[src/rtl/char_motion_ctrl.sv]
// Per-character motion controller: keys + 4-side collision -> position, signed vertical speed, animation status.
// Latency: every update is registered and visible the cycle after frame_tick; respawn acts on the next clk edge.
// Backpressure: none; frame_tick is a one-cycle strobe and is always accepted. Optional macro: COYOTE_TIME_EN.
module char_motion_ctrl #(
    parameter int X_W          = 10,
    parameter int Y_W          = 9,
    parameter int V_W          = 9,
    parameter int GRAVITY      = 1,
    parameter int JUMP_V       = 14,
    parameter int MAX_FALL     = 14,
    parameter int WALK_STEP    = 1,
    parameter int X_INIT       = 0,
    parameter int Y_INIT       = 0,
    parameter int X_MAX        = 639,
    parameter int Y_MAX        = 479,
    parameter int COYOTE_TICKS = 4
) (
    input  logic                  clk,
    input  logic                  rst_n,
    input  logic                  frame_tick,
    input  logic                  move_left,
    input  logic                  move_right,
    input  logic                  jump,
    input  logic                  coll_up,
    input  logic                  coll_down,
    input  logic                  coll_left,
    input  logic                  coll_right,
    input  logic                  respawn,
    output logic [X_W-1:0]        x_pos,
    output logic [Y_W-1:0]        y_pos,
    output logic signed [V_W-1:0] v_speed,
    output logic [1:0]            state,
    output logic                  facing_left,
    output logic                  walking,
    output logic                  airborne
);

    typedef enum logic [1:0] {
        ST_GROUND = 2'b00,
        ST_RISE   = 2'b01,
        ST_FALL   = 2'b10
    } state_t;

    // Vertical position math runs wide enough that y - v can never wrap before the clamp.
    localparam int SW = ((Y_W > V_W) ? Y_W : V_W) + 2;

    localparam logic [X_W-1:0]        X_INIT_C = X_W'(X_INIT);
    localparam logic [X_W-1:0]        X_MAX_C  = X_W'(X_MAX);
    localparam logic [X_W:0]          X_MAX_W  = (X_W+1)'(X_MAX);
    localparam logic [X_W:0]          STEP_W   = (X_W+1)'(WALK_STEP);
    localparam logic [Y_W-1:0]        Y_INIT_C = Y_W'(Y_INIT);
    localparam logic [Y_W-1:0]        Y_MAX_C  = Y_W'(Y_MAX);
    localparam logic signed [SW-1:0]  Y_MAX_S  = SW'(Y_MAX);
    localparam logic signed [V_W:0]   GRAV_W   = (V_W+1)'(GRAVITY);
    localparam logic signed [V_W:0]   JUMP_W   = (V_W+1)'(JUMP_V);
    localparam logic signed [V_W-1:0] JUMP_N   = V_W'(JUMP_V);
    localparam logic signed [V_W:0]   NEG_MAX  = (V_W+1)'(-MAX_FALL);

    // Speeds must fit the signed velocity register; the grace period must be at least one tick.
    generate
        if (COYOTE_TICKS < 1 || JUMP_V >= 2**(V_W-1) || MAX_FALL >= 2**(V_W-1)) begin : g_param_check
            $error("char_motion_ctrl: parameter out of range");
        end
    endgenerate

    logic [X_W-1:0]        x_q, x_n;
    logic [Y_W-1:0]        y_q, y_n;
    logic signed [V_W-1:0] v_q, v_n;
    state_t                st_q, st_n;
    logic                  face_q, face_n;
    logic                  walk_q, walk_n;
    logic                  armed_q, armed_n;

    logic                  can_jump;
    logic                  launch;
    logic                  coyote_ok;
    logic signed [V_W:0]   v_ext;
    logic signed [V_W:0]   v_dec;
    logic signed [V_W:0]   v_fall;
    logic signed [V_W:0]   dy;
    logic signed [SW-1:0]  y_sum;
    logic [X_W:0]          x_ext;
    logic [X_W:0]          x_dec;
    logic [X_W:0]          x_inc;
    logic [X_W:0]          x_tgt;
    logic                  dir_left;
    logic                  dir_right;

    assign can_jump = jump && armed_q && !coll_up;
    assign v_ext    = {v_q[V_W-1], v_q};
    assign v_dec    = v_ext - GRAV_W;
    assign v_fall   = (v_dec < NEG_MAX) ? NEG_MAX : v_dec;

`ifdef COYOTE_TIME_EN
    localparam int CW = $clog2(COYOTE_TICKS + 1);
    localparam logic [CW-1:0] COY_LOAD = CW'(COYOTE_TICKS);

    logic [CW-1:0] coy_q, coy_n;

    assign coyote_ok = (coy_q != '0);

    // Grace counter: loads on walk-off, counts down while falling, clears on any other outcome.
    always_comb begin
        coy_n = '0;
        if (st_q == ST_GROUND && st_n == ST_FALL) begin
            coy_n = COY_LOAD;
        end else if (st_q == ST_FALL && st_n == ST_FALL && coy_q != '0) begin
            coy_n = coy_q - 1'b1;
        end
    end

    // Grace counter register; respawn behaves like reset.
    always_ff @(posedge clk or negedge rst_n) begin
        if (!rst_n) begin
            coy_q <= '0;
        end else if (respawn) begin
            coy_q <= '0;
        end else if (frame_tick) begin
            coy_q <= coy_n;
        end
    end
`else
    assign coyote_ok = 1'b0;
`endif

    // Horizontal: one direction only when exactly one key is down; blocked moves still turn the sprite.
    always_comb begin
        dir_left  = move_left && !move_right;
        dir_right = move_right && !move_left;
        x_ext     = {1'b0, x_q};
        x_dec     = (x_ext < STEP_W) ? '0 : (x_ext - STEP_W);
        x_inc     = x_ext + STEP_W;
        x_tgt     = x_ext;
        face_n    = face_q;
        if (dir_left) begin
            face_n = 1'b1;
            if (!coll_left) x_tgt = x_dec;
        end else if (dir_right) begin
            face_n = 1'b0;
            if (!coll_right) x_tgt = x_inc;
        end
        x_n    = (x_tgt > X_MAX_W) ? X_MAX_C : x_tgt[X_W-1:0];
        walk_n = (x_n != x_q);
    end

    // Vertical state machine: picks next state, next velocity and the displacement dy applied to y.
    always_comb begin
        st_n    = st_q;
        v_n     = v_q;
        dy      = '0;
        launch  = 1'b0;
        armed_n = armed_q;
        case (st_q)
            ST_GROUND: begin
                v_n = '0;
                if (can_jump) begin
                    launch = 1'b1;
                end else if (!coll_down) begin
                    st_n = ST_FALL;
                end
            end
            ST_RISE: begin
                if (coll_up || !jump) begin
                    st_n = ST_FALL;
                    v_n  = '0;
                end else begin
                    v_n = v_dec[V_W-1:0];
                    dy  = v_dec;
                    if (v_dec[V_W] || v_dec == '0) st_n = ST_FALL;
                end
            end
            ST_FALL: begin
                if (coll_down) begin
                    st_n = ST_GROUND;
                    v_n  = '0;
                end else if (coyote_ok && can_jump) begin
                    launch = 1'b1;
                end else begin
                    v_n = v_fall[V_W-1:0];
                    dy  = v_fall;
                end
            end
            default: begin
                st_n = ST_FALL;
                v_n  = '0;
            end
        endcase
        // A launch overrides whatever the state arm chose; releasing the key re-arms.
        if (launch) begin
            st_n    = ST_RISE;
            v_n     = JUMP_N;
            dy      = JUMP_W;
            armed_n = 1'b0;
        end else if (!jump) begin
            armed_n = 1'b1;
        end
    end

    // Screen y grows downward, so upward velocity subtracts; result clamped to [0, Y_MAX].
    always_comb begin
        y_sum = $signed({{(SW-Y_W){1'b0}}, y_q}) - $signed({{(SW-V_W-1){dy[V_W]}}, dy});
        if (y_sum[SW-1]) begin
            y_n = '0;
        end else if (y_sum > Y_MAX_S) begin
            y_n = Y_MAX_C;
        end else begin
            y_n = y_sum[Y_W-1:0];
        end
    end

    // State registers: respawn restores the reset image and beats a same-cycle frame_tick.
    always_ff @(posedge clk or negedge rst_n) begin
        if (!rst_n) begin
            x_q     <= X_INIT_C;
            y_q     <= Y_INIT_C;
            v_q     <= '0;
            st_q    <= ST_FALL;
            face_q  <= 1'b0;
            walk_q  <= 1'b0;
            armed_q <= 1'b1;
        end else if (respawn) begin
            x_q     <= X_INIT_C;
            y_q     <= Y_INIT_C;
            v_q     <= '0;
            st_q    <= ST_FALL;
            face_q  <= 1'b0;
            walk_q  <= 1'b0;
            armed_q <= 1'b1;
        end else if (frame_tick) begin
            x_q     <= x_n;
            y_q     <= y_n;
            v_q     <= v_n;
            st_q    <= st_n;
            face_q  <= face_n;
            walk_q  <= walk_n;
            armed_q <= armed_n;
        end
    end

    assign x_pos       = x_q;
    assign y_pos       = y_q;
    assign v_speed     = v_q;
    assign state       = st_q;
    assign facing_left = face_q;
    assign walking     = walk_q;
    assign airborne    = (st_q != ST_GROUND);

endmodule

[config.mk]
export PLATFORM = sky130hd
export DESIGN_NAME = char_motion_ctrl
export DESIGN_NICKNAME = d
export VERILOG_FILES = /design/src/rtl/char_motion_ctrl.sv
export SDC_FILE = /design/constraint.sdc
export NUM_CORES = 1
export LEC_CHECK = 0
export CAP_MARGIN = 30
export CORE_ASPECT_RATIO = 0.75
export CORE_MARGIN = 10
export CORE_UTILIZATION = 55
export DETAILED_ROUTE_END_ITERATION = 10
export PLACE_DENSITY = 0.81
export SYNTH_ARGS = -nofsm -noshare
export SYNTH_HDL_FRONTEND = slang
export SYNTH_SLANG_ARGS = --single-unit
export TNS_END_PERCENT = 50
[constraint.sdc]
create_clock -name clk -period 5.1 [get_ports clk]
set_clock_uncertainty 0.15 [all_clocks]
set_input_delay 1.02 -clock clk [delete_from_list [all_inputs] [get_ports clk]]
set_output_delay 1.02 -clock clk [all_outputs]
set_load 0.1 [all_outputs]
After elaboration in Yosys (flattened, before gate mapping)
Cells that the tools add are included.
Widths: inputs -> output; s select.
{"block": "op_classes", "addsub": 4, "order_cmp": 4, "n_eq_ne": 8, "muxes": 44, "reduce_logical": 18}
{"op": "$mux 9", "n": 9}
{"op": "$mux 10", "n": 7}
{"op": "$mux 11", "n": 5}
{"op": "$gt 11x10->1 const B", "n": 2}
{"op": "$pmux 10 s2", "n": 1}
{"op": "$pmux 9 s2", "n": 1}
{"op": "$mux 2", "n": 8}
{"op": "$mux 1", "n": 12}
{"op": "$ne 4x4->1 const B", "n": 3}
{"op": "$add 10x1->11 const B", "n": 1}
{"op": "$sub 10x1->11 const B", "n": 1}
{"op": "$sub 10x10->11", "n": 1}
{"op": "$logic_not 10->1", "n": 1}
{"op": "$lt 10x1->1 const B", "n": 1}
{"op": "$lt 10x5->1 const B", "n": 1}
{"op": "$ne 10x10->1", "n": 1}
{"op": "$sub 9x2->10 const B", "n": 1}
{"op": "$pmux 2 s3", "n": 1}
{"op": "$ne 5x5->1 const B", "n": 1}
{"op": "$reduce_and 5->1", "n": 1}
{"op": "$logic_and 1x1->1", "n": 4}
{"op": "$logic_not 1->1", "n": 4}
{"op": "$reduce_and 2->1", "n": 2}
{"op": "$reduce_bool 2->1", "n": 2}
{"op": "6 further kinds", "n": 7}
{"block": "word_totals", "register_bits": 33, "input_bits": 11, "output_inout_bits": 33, "word_cells": 85}

Logic depth before layout (Yosys ltp)
Gate-level depths: netlist of the first run.
{"block": "logic_depth", "ltp_word": 12, "mapped_depth": 20, "ltp_nobuf": 19}

Worst setup path after synthesis of the first run
No wires, ideal clock.
{"block": "synth_path", "path_type": "reg2reg", "from": "reg v_q[1], in the netlist v_speed[1]", "to": "reg y_q[6], in the netlist y_pos[6]", "setup_time_ns": 0.126, "arrival_time_ns": 4.752, "t_required_ns": 4.824, "slack_ns": 0.072, "stages_incl_launch_ff": 19, "path_buffers": 1, "synth_period_minus_slack_ns": 5.028, "cell_sequence": "dfrtp_1 inv_1 ha_1 clkbuf_1 and2_1 o31a_1 a211oi_1 o21ai_0 ha_1 nand2_1 a31o_2 ha_1 or3_1 o21ai_0 a31oi_1 and2_1 o31ai_1 a21oi_1 a221o_1"}
{"block": "synth_between", "elab_chain_cells": 12, "word_cells_on_any_way": 13, "classes_between": "add/sub: 2; order compare: 2; mux: 9"}
{"item": "from (decl)", "line": "68", "text": "logic signed [V_W-1:0] v_q, v_n;"}
{"item": "from (signal assigned)", "line": "232", "text": "v_q <= v_n;"}
{"item": "$sub 9x2->10 (*)", "line": "91", "text": "assign v_dec = v_ext - GRAV_W;"}
{"item": "$lt 10x5->1", "line": "92", "text": "assign v_fall = (v_dec < NEG_MAX) ? NEG_MAX : v_dec;"}
{"item": "$mux 10", "line": "92"}
{"item": "$mux 10", "line": "173", "text": "if (coll_down) begin"}
{"item": "$pmux 10 s2 (*)", "line": "153", "text": "case (st_q)"}
{"item": "$mux 10 (*)", "line": "189", "text": "if (launch) begin"}
{"item": "$sub 10x10->11 (*)", "line": "201", "text": "y_sum = $signed({{(SW-Y_W){1'b0}}, y_q}) - $signed({{(SW-V_W-1){dy[V_W]}}, dy});"}
{"item": "$gt 11x10->1", "line": "204", "text": "end else if (y_sum > Y_MAX_S) begin"}
{"item": "$mux 9", "line": "204"}
{"item": "$mux 9 (*)", "line": "202", "text": "if (y_sum[SW-1]) begin"}
{"item": "$mux 9 (*)", "line": "229", "text": "end else if (frame_tick) begin"}
{"item": "$mux 9 (*)", "line": "221", "text": "end else if (respawn) begin"}
{"item": "to (signal assigned)", "line": "231", "text": "y_q <= y_n;"}
{"item": "to (decl)", "line": "67", "text": "logic [Y_W-1:0] y_q, y_n;"}
Every way passes the cells marked *; elsewhere a longest branch is shown, timed or not. The select of a mux whose other input is x is not followed.
A chain may end at the register's enable or synchronous reset.

Final worst setup path of the first run
{"block": "layout_path", "from": "reg v_q[1], in the netlist v_speed[1]", "to": "reg y_q[0], in the netlist y_pos[0]"}
Same word-level chain as after synthesis.

==> flow_metrics.py, run 1 <==
metrics = {
    "global_route": {
        "grt_overflow": 0,
        "grt_pass1_wl_um": 13880,
        "first_global_vias": 2750,
        "gr-usage-all-layers_pct": 18.53,
        "antenna_found_initial": 0,
        "grt_max_degree": 34,
    },
    "clocking": {
        "clk_pin_slew_ns": 0.07,
        "cts_made_buffers": 5,
        "clk_path_buf_depth": 2,
        "ctsHoldBuffers": 0,
        "cts_tree": "built",
        "clock_latency_ns": 0.29,
        "root_buffer": "clkbuf_8",
        "post_cts_buffers": 0,
        "clock_sinks": 33,
        "htreeDepth": 2,
    },
    "sta": {
        "grt_setup_unrepaired": "no",
        "worst_pin_slew_ns": 1.001,
        "slew_viol_final": 0,
        "setup-tns-final_ns": 0,
        "max_slew_margin_pct": 33.04,
        "fmax_mhz": 214.9,
        "min_period_ns": 4.654,
        "setup_viol": 0,
        "min_period_over_period_pct": 91.25,
        "hold_viol": 0,
    },
    "place": {
        "place_congestion": 0.9565,
        "placedCellCount": 471,
        "placed_cell_area_sq_um": 3458,
        "portBuffers": 43,
        "place_hpwl_um": 6168,
    },
    "flow_run": {
        "cap_viol_max_count": 0,
    },
    "yosys": {
        "synth_area_sq_um": 2983,
        "synthTopCellsByArea": "dfrtp_1, ha_1, nor2_1, o21ai_0, nand2_1",
        "async_reset_ff_share_pct": 100.0,
        "synth_warnings": 0,
        "synth_ff_type": "dfrtp_1",
        "synth_area_per_cell_sq_um": 8.150,
        "synth_seq_area_share_pct": 27.77,
        "synth_cell_type_count": 71,
        "syn_inst": 366,
        "syn_nets": 395,
        "synth-edff-count": 0,
        "synth_seq_cells": 33,
        "yosys.area.top_type": "dfrtp_1",
        "synth_top_area_share_pct": 26.01,
    },
    "detailed_routing": {
        "wirelength_um": 8276,
        "drc": 0,
        "ant_nets": 0,
        "vias": 3015,
        "via_per_inst": 6.294,
        "drtPass1Iterations": 5,
        "first_iter_violations": 212,
        "wl_per_cell_um": 17.28,
    },
    "worst_setup_path": {
        "worstPathMaxFanout": 8,
        "crit_type": "reg2reg",
        "crit_path_end_kind": "register",
        "crit_arrival_ns": 4.66,
        "start_kind": "register",
        "required_ns": 5.11,
    },
    "power": {
        "p_leak_nw": 1.454,
        "vdd_drop_max_uv": 566.6,
        "powerDensity_nw_per_um2": 527.1,
    },
    "layout": {
        "areaGrowthSynthToFinish_pct": 20.64,
        "layout_common_cells": "nor2_1, clkdlybuf4s50_1, dfrtp_1",
        "n_antenna_cell": 0,
        "final_common_cell": "nor2_1",
        "final_cells": 479,
        "final_cell_area_sq_um": 3598,
        "final_net_count": 432,
        "fill_cells": 452,
        "drive_above_1_share_pct": 10.40,
    },
    "floorplanning": {
        "start_util_pct": 56.33,
        "die_w_um": 105.0,
        "die_y_um": 83.78,
        "die_area_sq_um": 8799,
        "core_sq_um": 5295,
        "io_pins": 44,
        "std_cell_rows": 23,
    },
    "hold_path": {
        "hold_path.class": "reg2reg",
    },
    "status": {
        "status": "finished, final reports clean",
    },
}
-- through the flow --
stage	power, mW	worst slack, ns	hold WS (ns)	util, %
2_1_floorplan	1.318	0.07199	0.5169	-
3_3_place_gp	1.577	0.3319	0.3767	65.31
3_5_place_dp	1.578	0.1674	0.3850	65.31
4_1_cts	1.817	0.2364	0.4156	67.23
5_1_grt	2.011	0.009764	0.4383	67.96
6_report	1.897	0.4462	0.4096	67.96
-- logic make-up after synthesis --
kind of cell,share of synthesized area (%)
and+or+nand+nor,28.57
AOI/OAI and AO/OA,24.54
buffers and inverters,5.411
DFF,27.77
adders and majority gates,7.802
xor gates and xnor gates,3.524
muxes,2.391
-- final timing paths --
| check | slack [ns] | depth (start not counted) | startpoint | to |
|---|---|---|---|---|
| min | 0.41 | 1 | y_pos[6]$_DFFE_PN0P_ | y_pos[6]$_DFFE_PN0P_ |
| min reg2reg | 0.41 | 1 | y_pos[6]$_DFFE_PN0P_ | y_pos[6]$_DFFE_PN0P_ |
| min in group asynchronous | 0.99 | 2 | rst_n | state[0]$_DFFE_PN0P_ |
| max | 0.45 | 19 | v_speed[1]$_DFFE_PN0P_ | y_pos[0]$_DFFE_PN0P_ |
| max in group asynchronous | 3.48 | 2 | rst_n | state[1]$_DFFE_PN1P_ |
| max reg2reg | 0.45 | 19 | v_speed[1]$_DFFE_PN0P_ | y_pos[0]$_DFFE_PN0P_ |
-- per-layer routing --
metal / global-route usage, % / up-vias / share of wire (%)
met3: 4.938 / 14 / 8.0
met4: 4.229 / 0 / 1.4
met5: 0 / - / 0
li1: - / 1432 / -
met2: 26.50 / 131 / 43
met1: 26.72 / 1438 / 48
-- layout make-up --
cell class	count	area, sq um	area share (%)
clock buffers	7	96.34	2.677
well taps	75	93.84	2.608
inverters	20	75.07	2.086
repair buffers	48	467.9	13.00
clock inverters	1	5.005	0.1391
flip-flops and latches	33	829.5	23.05
multi-input cells	295	2031	56.43
-- registers in the layout (all words and copies together) (netlist names) --
register / flops
v_speed: 9
walking: 1
state: 2
armed_q: 1
y_pos: 9
facing_left: 1
x_pos: 10
-- repair_timing --
item,CTS,global route
endpoints found under the hold margin,0,0
resized for setup,0,9
endpoints found under the setup margin,0,9
-- cell usage after synthesis, types with 3 or more instances --
library cell,instances
or2_2,4
a21oi_1,16
o21a_1,4
clkbuf_1,15
ha_1,17
nor2_1,48
nand2b_1,7
xor2_1,3
and2_1,3
nand3_1,9
nand3b_1,4
a221o_1,4
a211o_1,3
o21ai_0,21
nor3_1,13
mux2i_1,6
nor4b_1,3
xnor2_1,9
or4_1,3
inv_1,20
and3_1,3
a211oi_1,10
a31oi_1,6
dfrtp_1,31
or3_1,6
a311oi_1,5
nand4_1,3
o31ai_1,3
a21o_1,3
nand2_1,23
nor2b_1,6
nor3b_1,3
-- where the power goes --
part | total, mW | switching (mW) | leakage [nW] | internal, mW
sequential | 0.367 | 0.0579 | 0.438 | 0.309
combinational | 1.30 | 0.852 | 0.962 | 0.452
clock | 0.226 | 0.104 | 0.0542 | 0.122
-- worst max-delay path, cell delays in order (launching register included) --
cell and delay, ns:
dfrtp_1 0.45, inv_1 0.09, ha_1 0.29, and2_1 0.19, o31a_1 0.26, a211oi_1 0.22, o21ai_0 0.13, ha_1 0.32
nand2_1 0.16, o21ai_0 0.14, a21oi_2 0.24, inv_1 0.09, fa_1 0.44, nor2b_1 0.17, o2111ai_1 0.15, nand3b_1 0.18
xor2_1 0.11, a32o_1 0.29, a211oi_4 0.32, o21ai_0 0.13
(Power assumes the default switching activity.)
==> run 2: changes to the inputs <==
--- a/config.mk
+++ b/config.mk
@@ -10,7 +10,9 @@
 export CORE_MARGIN = 10
 export CORE_UTILIZATION = 55
 export DETAILED_ROUTE_END_ITERATION = 10
+export GPL_TIMING_DRIVEN = 0
 export PLACE_DENSITY = 0.81
+export SLEW_MARGIN = 20
 export SYNTH_ARGS = -nofsm -noshare
 export SYNTH_HDL_FRONTEND = slang
 export SYNTH_SLANG_ARGS = --single-unit
==> flow_metrics.py, run 2 (synthesized netlist as in run 1, its figures left out) <==
metrics = {
    "worst_setup_path": {
        "rr_endpoint": "y_pos[6]$_DFFE_PN0P_",
        "required_ns": 5.11,
        "start_kind": "register",
        "crit_path_end_kind": "register",
        "crit_arrival_ns": 4.93,
        "critPathLaunch": "v_speed[3]$_DFFE_PN0P_",
        "r2r_setup_slack_ns": 0.18,
        "crit_type": "reg2reg",
        "worstPathMaxFanout": 7,
        "worstReg2RegStart": "v_speed[3]$_DFFE_PN0P_",
        "endpoint": "y_pos[6]$_DFFE_PN0P_",
        "reg2reg_depth": 19,
    },
    "sta": {
        "fmax_mhz": 203.4,
        "min_period_ns": 4.917,
        "slew_viol_final": 0,
        "min_period_over_period_pct": 96.41,
        "setup-tns-final_ns": 0,
        "setup_viol": 0,
        "whs_ns": 0.3702,
        "setup_ws_ns": 0.1830,
        "worst_pin_slew_ns": 0.9932,
        "max_slew_margin_pct": 33.58,
        "hold_viol": 0,
    },
    "place": {
        "place_congestion": 0.9760,
        "placedCellCount": 484,
        "post-place-ws_ns": -0.2931,
        "place_hpwl_um": 6412,
        "portBuffers": 42,
    },
    "power": {
        "p_leak_nw": 1.482,
        "vdd_drop_max_uv": 533.6,
        "pwr-share-seq_pct": 18.8,
        "p_sw_mw": 1.010,
        "p_int_mw": 0.8879,
        "p_sw_share_pct": 53.22,
        "combPwrFrac_pct": 69.6,
        "p_clk_share_pct": 11.5,
        "powerDensity_nw_per_um2": 515.7,
    },
    "floorplanning": {
        "start_util_pct": 56.33,
        "std_cell_rows": 23,
        "die_area_sq_um": 8799,
        "core_sq_um": 5295,
        "die_w_um": 105.0,
        "die_y_um": 83.78,
        "io_pins": 44,
    },
    "layout": {
        "drive_above_1_share_pct": 10.95,
        "final_net_count": 448,
        "areaGrowthSynthToFinish_pct": 23.41,
        "final_common_cell": "nor2_1",
        "layout_common_cells": "nor2_1, clkdlybuf4s50_1, dfrtp_1",
        "utilization_pct": 69.52,
        "n_antenna_cell": 0,
        "final_cells": 495,
        "largest_reg_flops": 10,
    },
    "clocking": {
        "cts_made_buffers": 5,
        "clk_pin_slew_ns": 0.07,
        "clk_path_buf_depth": 2,
        "htreeDepth": 2,
        "clock_latency_ns": 0.28,
        "clock_sinks": 33,
        "root_buffer": "clkbuf_8",
        "cts_tree": "built",
    },
    "status": {
        "status": "finished, final reports clean",
    },
    "detailed_routing": {
        "first_iter_violations": 213,
        "drc": 0,
        "via_per_inst": 6.246,
        "wl_per_cell_um": 17.32,
        "drtPass1Iterations": 5,
        "wirelength_um": 8573,
        "ant_nets": 0,
        "vias": 3092,
    },
    "global_route": {
        "first_global_vias": 2820,
        "gr-usage-all-layers_pct": 18.95,
        "antenna_found_initial": 0,
        "grt_pass1_wl_um": 14230,
        "grt_overflow": 0,
        "grt_max_degree": 33,
    },
    "hold_path": {
        "hold_path.class": "in2async",
    },
    "flow_run": {
        "cap_viol_max_count": 0,
    },
}
## run 2: cell count changes in the layout (fill, tap and decap cells not counted), sizes merged
| cell | change |
|---|---|
| buf | +3 |
| clkdlybuf4s50 | -2 |
| clkbuf | +15 |
## run 2: what timing repair did
action | 4_1_cts | 5_1_grt
endpoints found under the setup margin | 9 | 9
hold buffers | 0 | 0
buffers inserted | 0 | 4
pin swaps | 0 | 4
gates resized for setup | 3 | 7
## run 2: power by group through the flow
stage	combinational [mW]	clock, mW	sequential (mW)
detailed placement	1.23	0	0.361
global route	1.42	0.237	0.365
finish	1.32	0.219	0.358
floorplan	0.643	0	0.675
global placement	1.20	0	0.360
CTS	1.26	0.222	0.356
## run 2: worst min-delay path by stage
stage / start / to / depth (start not counted)
2_1_floorplan: armed_q$_DFFE_PN1P_ / armed_q$_DFFE_PN1P_ / 1
5_1_grt: rst_n / x_pos[5]$_DFFE_PN0P_ / 1
6_report: rst_n / x_pos[5]$_DFFE_PN0P_ / 1
4_1_cts: rst_n / x_pos[5]$_DFFE_PN0P_ / 1
3_5_place_dp: y_pos[0]$_DFFE_PN0P_ / y_pos[0]$_DFFE_PN0P_ / 2
3_3_place_gp: y_pos[0]$_DFFE_PN0P_ / y_pos[0]$_DFFE_PN0P_ / 2
## run 2: area by class of cell
cell class                      instances  area, sq um
Timing Repair Buffer                   47        465.4
Sequential cell                        33        829.5
Clock buffer                            7        96.34
Multi-Input combinational cell        295         2033
Inverter                               20        75.07
Tap cell                               75        93.84
Buffer                                 17        82.58
Fill cell                             427         1614
Clock inverter                          1        5.005
## run 2: stage by stage
stage / area (sq um) / total power, mW
after detailed placement: 3512 / 1.586
after global routing: 3681 / 2.027
after CTS: 3627 / 1.837
after global placement: 3497 / 1.559
after floorplan: 2983 / 1.318
final: 3681 / 1.898
## run 2: critical path, cell delays in order, from the launching register on
cell and delay, ns:
dfrtp_1 0.38, clkbuf_1 0.22, nor4_4 0.45, nand3_1 0.17, nand2b_1 0.18, a21oi_1 0.16, o21ai_0 0.14, ha_1 0.36
nor2_1 0.06, o21ai_0 0.24, nor2_1 0.08, nor2_1 0.23, ha_1 0.34, nor2b_1 0.17, o2111ai_1 0.24, a31oi_1 0.16
and2_1 0.23, o31a_1 0.35, buf_4 0.17, a221o_1 0.29
## run 2: per-layer routing
metal,track usage (%),routed length [um],vias up
li1,-,-,1463
met1,27.11,3919,1474
met2,28.04,3737,144
met3,4.707,856,11
met4,3.483,59,0
met5,0,0,-
